### src/rtl/idli_sqi_ctrl.sv
// idli_sqi_ctrl: quad-SPI (SQI) controller driving SQI_NUM memories in lockstep.
// Memory n holds nibble n of every word, so one full word moves per clock.
// Sequence per burst: CMD(2) -> ADDR(A) -> [read: DUMMY(D)] -> DATA(len+1) -> DESEL(1).
// Optional feature: define IDLI_SQI_CTRL_ABORT_EN to add i_abort, which cuts a
// burst short by jumping straight to DESEL.
module idli_sqi_ctrl #(
    parameter int SQI_NUM      = 2,
    parameter int ADDR_W       = 16,
    parameter int LEN_W        = 4,
    parameter int DUMMY_CYCLES = 2
) (
    input  logic                   i_sqi_clk,
    input  logic                   i_sqi_rst_n,
    input  logic                   i_req_vld,
    output logic                   o_req_rdy,
    input  logic                   i_req_wr,
    input  logic [ADDR_W-1:0]      i_req_addr,
    input  logic [LEN_W-1:0]       i_req_len,
    output logic                   o_wr_rdy,
    input  logic [4*SQI_NUM-1:0]   i_wr_data,
    output logic                   o_rd_vld,
    output logic [4*SQI_NUM-1:0]   o_rd_data,
    output logic                   o_sqi_cs_n,
    output logic [4*SQI_NUM-1:0]   o_sqi_sio,
    output logic [SQI_NUM-1:0]     o_sqi_sio_oe,
`ifdef IDLI_SQI_CTRL_ABORT_EN
    input  logic                   i_abort,
`endif
    input  logic [4*SQI_NUM-1:0]   i_sqi_sio
);

    localparam int A        = ADDR_W / 4;
    localparam int D        = DUMMY_CYCLES;
    localparam int N_WORDS  = 1 << LEN_W;
    localparam int M1       = (A > 2) ? A : 2;
    localparam int M2       = (M1 > D) ? M1 : D;
    localparam int CNT_MAX  = (M2 > N_WORDS) ? M2 : N_WORDS;
    localparam int CW       = $clog2(CNT_MAX);

    localparam logic [7:0] CMD_READ  = 8'h03;
    localparam logic [7:0] CMD_WRITE = 8'h02;

    localparam logic [2:0] S_IDLE  = 3'd0;
    localparam logic [2:0] S_CMD   = 3'd1;
    localparam logic [2:0] S_ADDR  = 3'd2;
    localparam logic [2:0] S_DUMMY = 3'd3;
    localparam logic [2:0] S_DATA  = 3'd4;
    localparam logic [2:0] S_DESEL = 3'd5;

    logic [2:0]            state, state_nx;
    logic [CW-1:0]         cnt, cnt_nx;
    logic                  wr_q;
    logic [ADDR_W-1:0]     addr_q;
    logic [LEN_W-1:0]      len_q;
    logic                  abort;
    logic                  busy;
    logic                  wr_cur;
    logic [7:0]            cmd;
    logic [3:0]            nib;
    logic                  cs_n_nx;
    logic [SQI_NUM-1:0]    oe_nx;
    logic [4*SQI_NUM-1:0]  sio_nx;

`ifdef IDLI_SQI_CTRL_ABORT_EN
    assign abort = i_abort;
`else
    assign abort = 1'b0;
`endif

    assign o_req_rdy = (state == S_IDLE);
    assign busy      = (state == S_CMD) || (state == S_ADDR) ||
                       (state == S_DUMMY) || (state == S_DATA);

    // Write words are requested one cycle ahead of the DATA cycle that drives them.
    assign o_wr_rdy = wr_q && !abort &&
                      (((state == S_ADDR) && (cnt == '0)) ||
                       ((state == S_DATA) && (cnt != '0)));

    // Next state and shared down-counter; counter is reloaded on every state entry.
    always_comb begin
        state_nx = state;
        cnt_nx   = cnt - CW'(1);
        case (state)
            S_IDLE: begin
                cnt_nx = '0;
                if (i_req_vld) begin
                    state_nx = S_CMD;
                    cnt_nx   = CW'(1);
                end
            end
            S_CMD: if (cnt == '0) begin
                state_nx = S_ADDR;
                cnt_nx   = CW'(A - 1);
            end
            S_ADDR: if (cnt == '0) begin
                if (wr_q) begin
                    state_nx = S_DATA;
                    cnt_nx   = CW'(len_q);
                end else begin
                    state_nx = S_DUMMY;
                    cnt_nx   = CW'(D - 1);
                end
            end
            S_DUMMY: if (cnt == '0) begin
                state_nx = S_DATA;
                cnt_nx   = CW'(len_q);
            end
            S_DATA: if (cnt == '0) begin
                state_nx = S_DESEL;
                cnt_nx   = '0;
            end
            S_DESEL: begin
                state_nx = S_IDLE;
                cnt_nx   = '0;
            end
            default: begin
                state_nx = S_IDLE;
                cnt_nx   = '0;
            end
        endcase
        if (abort && busy) begin
            state_nx = S_DESEL;
            cnt_nx   = '0;
        end
    end

    // The request is only captured in the accept cycle, so CMD entry reads the port directly.
    assign wr_cur = (state == S_IDLE) ? i_req_wr : wr_q;
    assign cmd    = wr_cur ? CMD_WRITE : CMD_READ;

    // Address nibble for the upcoming ADDR cycle; counter value equals nibble index (MSB first).
    always_comb begin
        nib = '0;
        for (int i = 0; i < A; i++) begin
            if (cnt_nx == CW'(i)) nib = addr_q[4*i +: 4];
        end
    end

    // Pin values for the next cycle, derived from the next state so the pins are registered.
    always_comb begin
        cs_n_nx = 1'b1;
        oe_nx   = '0;
        sio_nx  = '0;
        case (state_nx)
            S_CMD: begin
                cs_n_nx = 1'b0;
                oe_nx   = '1;
                sio_nx  = (cnt_nx != '0) ? {SQI_NUM{cmd[7:4]}} : {SQI_NUM{cmd[3:0]}};
            end
            S_ADDR: begin
                cs_n_nx = 1'b0;
                oe_nx   = '1;
                sio_nx  = {SQI_NUM{nib}};
            end
            S_DUMMY: cs_n_nx = 1'b0;
            S_DATA: begin
                cs_n_nx = 1'b0;
                if (wr_q) begin
                    oe_nx  = '1;
                    sio_nx = i_wr_data;
                end
            end
            default: ;
        endcase
    end

    // State, counter and captured request fields.
    always_ff @(posedge i_sqi_clk or negedge i_sqi_rst_n) begin
        if (!i_sqi_rst_n) begin
            state  <= S_IDLE;
            cnt    <= '0;
            wr_q   <= 1'b0;
            addr_q <= '0;
            len_q  <= '0;
        end else begin
            state <= state_nx;
            cnt   <= cnt_nx;
            if ((state == S_IDLE) && i_req_vld) begin
                wr_q   <= i_req_wr;
                addr_q <= i_req_addr;
                len_q  <= i_req_len;
            end
        end
    end

    // Registered SQI pins; reset deselects the memories immediately.
    always_ff @(posedge i_sqi_clk or negedge i_sqi_rst_n) begin
        if (!i_sqi_rst_n) begin
            o_sqi_cs_n   <= 1'b1;
            o_sqi_sio_oe <= '0;
            o_sqi_sio    <= '0;
        end else begin
            o_sqi_cs_n   <= cs_n_nx;
            o_sqi_sio_oe <= oe_nx;
            o_sqi_sio    <= sio_nx;
        end
    end

    // Read capture: the word present during a read DATA cycle is presented one cycle later.
    always_ff @(posedge i_sqi_clk or negedge i_sqi_rst_n) begin
        if (!i_sqi_rst_n) begin
            o_rd_vld  <= 1'b0;
            o_rd_data <= '0;
        end else begin
            o_rd_vld <= (state == S_DATA) && !wr_q;
            if ((state == S_DATA) && !wr_q) o_rd_data <= i_sqi_sio;
        end
    end

endmodule

### config.mk
export PLATFORM = sky130hd
export DESIGN_NAME = idli_sqi_ctrl
export DESIGN_NICKNAME = d
export VERILOG_FILES = /design/src/rtl/idli_sqi_ctrl.sv
export SDC_FILE = /design/constraint.sdc
export NUM_CORES = 1
export LEC_CHECK = 0
export CORE_ASPECT_RATIO = 1.1
export CORE_MARGIN = 2
export CORE_UTILIZATION = 45
export CTS_CLUSTER_DIAMETER = 50
export DETAILED_ROUTE_END_ITERATION = 7
export PLACE_DENSITY = 0.75
export SLEW_MARGIN = 15
export SYNTH_ARGS = -nofsm -noshare
export SYNTH_HDL_FRONTEND = slang
export SYNTH_SLANG_ARGS = --single-unit
### constraint.sdc
create_clock -name i_sqi_clk -period 3.1 [get_ports i_sqi_clk]
set_input_delay 0.62 -clock i_sqi_clk [delete_from_list [all_inputs] [get_ports i_sqi_clk]]
set_output_delay 0.62 -clock i_sqi_clk [all_outputs]
set_load 0.05 [all_outputs]
==> run metrics <==
status=finished, final reports clean; relative max-transition margin=between 60% and 70%; Slew Limit Fails=0; DRT antenna net count=0; P_sw=0.001347 W; Setup Viol. Count Final=0; first-pass GRT wire length=~8600 µm; # diodes=0; cts bufs inserted=5; Area Growth Syn to Fin=32.75%; Distinct cells, synth=48; Starting Density=46.68%; Net Count, Synth=between 200 and 250; commonest cells after routing, fill and taps aside=clkdlybuf4s50_1, dfrtp_1, mux2_2, nor2_1; NumNets Final=303; synthesized cell area=2350 µm²; Worst Setup SP=cnt[0]; combinational power share=a little over half; max_cap viols=0; Crit path largest cell delay=between 400 and 500 ps; top fanout value on the critical path=9; design area=3119 µm²; critical path arrival=2230 ps; total gr overflow=0; Die Area=between 5000 and 6000 µm²; Routed WL=5056 µm; met2 wire length=roughly 2600 µm; core area=5034 µm²; ys async rst share=100.0%; Yosys warnings=0; DRT met1 WL=between 2000 and 2500 µm; required time of the critical path=2480 ps; uppermost layer routed=met4; Seq/Total Area, Yosys=roughly 50%; largest net degree at the start of global routing=48; DR iter-0 viols=107; CP Cell Sequence=inv_1, ha_1, nor3b_2, nand3_1, a211oi_2, buf_12; number of remaining DRC errors=0; register bit total from synthesis=47; CTS tree=built; io pins=just over 60; Setup TNS Final=0 ps; global placement routability congestion=a little under 0.9; crit path max-delay cell type=dfrtp_1; Reg clk slew, reported paths=about 80 ps; DR pass1 iterations=6; worst r2r src=cnt[0]; clock skew=between 4 and 5 ps; initial antenna violation count=0; Post-synth EDFFs=0; layout cells sized above 1=between 20% and 30%; Clock Latency Late Sink=between 200 and 300 ps; period utilisation layout=91.85%; count of final hold-check violations=0; met3 WL=186 µm; IO buf count=61; share of the synthesized area in the top cell type=approximately half; Die X=about 73 µm; FMAX=351.2 MHz; Area contributors post-synth=dfrtp_1, mux2_2, o21ai_0, a21o_1, buf_6; cell-internal power=0.001944 W; Main synth FF type=dfrtp_1; Post-DP HPWL=between 3000 and 4000 µm; RSZ-0062 raised after global routing=false; Clock Power Share=13.2%; clock buffer depth=2; Leak=between 1 and 1.5 nW; type of origin of the critical path=register; vias in the first global route=1763; DR vias=~1800; sinks on the clock net=47; gr usage total=19.22%; CP Class=reg2out; WL/cell=15.80 µm; fill count=~440; hold buffers post-CTS=0; post-layout min period=2847 ps; commonest non-fill, non-tap cell in the layout=clkdlybuf4s50_1; htree depth=2; critical path endpoint category=output port; Seq pwr share=33.2%; Hold Path Class=in2async; Root Buffer=clkbuf_8; DIE HEIGHT=79.79 µm; Least-Margin Pin Slew=587.6 ps; Via density=5.519; worst vdd ir=between 400 and 500 µV; Cell Rows=27; Pwr Density=1055 nW/µm²; Post-Syn Area per Cell=11.81 µm²; placed instance area=2997 µm²; Sw Share=40.93%; Mapped Cells=199; post-synth top area cell=dfrtp_1
==> cells by family (layout without fill, tap and decap cells) <==
kind of cell,after synthesis,in the layout,synth area share [%]
flops,47,47,50.11
compound gates,37,37,10.81
fa+ha+maj,2,2,1.065
buf+inv,19,82,5.005
mux,39,39,18.58
simple gates,55,55,14.43
==> final timing paths <==
kind	to	slack, ps	depth (start not counted)
worst max-delay path	o_wr_rdy	250	6
worst min-delay path	state[2]	330	1
worst max register to register	o_sqi_sio[2]	330	8
worst min register to register	o_rd_data[2]	510	1
max in group asynchronous	len_q[1]	2380	1
min in group i_sqi_clk	o_rd_data[2]	510	1
==> state kept, by name (all words and copies together) (netlist names) <==
register / count
wr_q: 1
o_sqi_cs_n: 1
o_sqi_sio: 8
o_rd_data: 8
state: 3
o_rd_vld: 1
cnt: 4
o_sqi_sio_oe: 1
len_q: 4
addr_q: 16
==> cell type report <==
cell class	count	area (µm²)	share of cell area, %
flip-flops and latches	47	1177	37.75
multi-input cells	133	1074	34.42
repair buffers	67	663.1	21.26
clock buffers	7	76.32	2.447
well taps	58	72.57	2.327
clock inverters	1	30.03	0.9627
inverters	7	26.28	0.8424
==> repair_timing <==
action	CTS	global route
setup buffers	0	0
setup endpoints to repair	1	6
gates resized for setup	1	1
==> power groups by stage <==
stage          combinational (W)  sequential [W]  clock (W)
5_1_grt                  0.00190         0.00114   0.000473
6_report                 0.00176         0.00109   0.000435
4_1_cts                  0.00174         0.00109   0.000455
2_1_floorplan            0.00117         0.00123          0
3_5_place_dp             0.00173         0.00110          0
3_3_place_gp             0.00170         0.00110          0
==> through the flow <==
step | hold slack [ps] | utilization (%) | power, W | worst slack, ps | instances
after floorplan | 324.4 | - | 0.002402 | 79.19 | 199
after global placement | 485.7 | 59.53 | 0.002802 | 260.3 | 312
after detailed placement | 492.0 | 59.53 | 0.002837 | 154.8 | 312
after CTS | 512.1 | 61.75 | 0.003289 | 140.4 | 320
after global routing | 367.8 | 61.97 | 0.003517 | 42.23 | 320
final | 330.5 | 61.97 | 0.003290 | 252.5 | 320
==> worst max-delay path, delay by kind of cell (launching register included) <==
family / cells / cell delay (ps)
compound gates: 1 / 330
flops: 1 / 420
fa+ha+maj: 1 / 290
simple gates: 2 / 620
buf+inv: 2 / 280
==> routing by layer <==
layer,vias to the layer above,global-route usage (%)
met1,869,25.69
met2,44,31.09
li1,845,-
met3,8,4.293
met5,-,0
met4,0,5.741
==> cells in the mapped netlist, types with 2 or more instances <==
master     n
o211ai_1   2
a22oi_1    2
inv_1      7
nor2_1    12
mux2i_1    2
or4b_2     2
a21oi_1    5
nor3b_1    2
nand3_1    7
buf_6      4
o21ai_0    9
clkbuf_1   3
nand2_1    9
buf_2      2
nor4b_1    3
dfrtp_1   46
mux2_2    37
or3b_2     2
a21o_1     6
ha_1       2
a22o_1     2
o22ai_1    2
a211oi_1   2
nor3_1     4
nand3b_1   2
(Power assumes the default switching activity.)
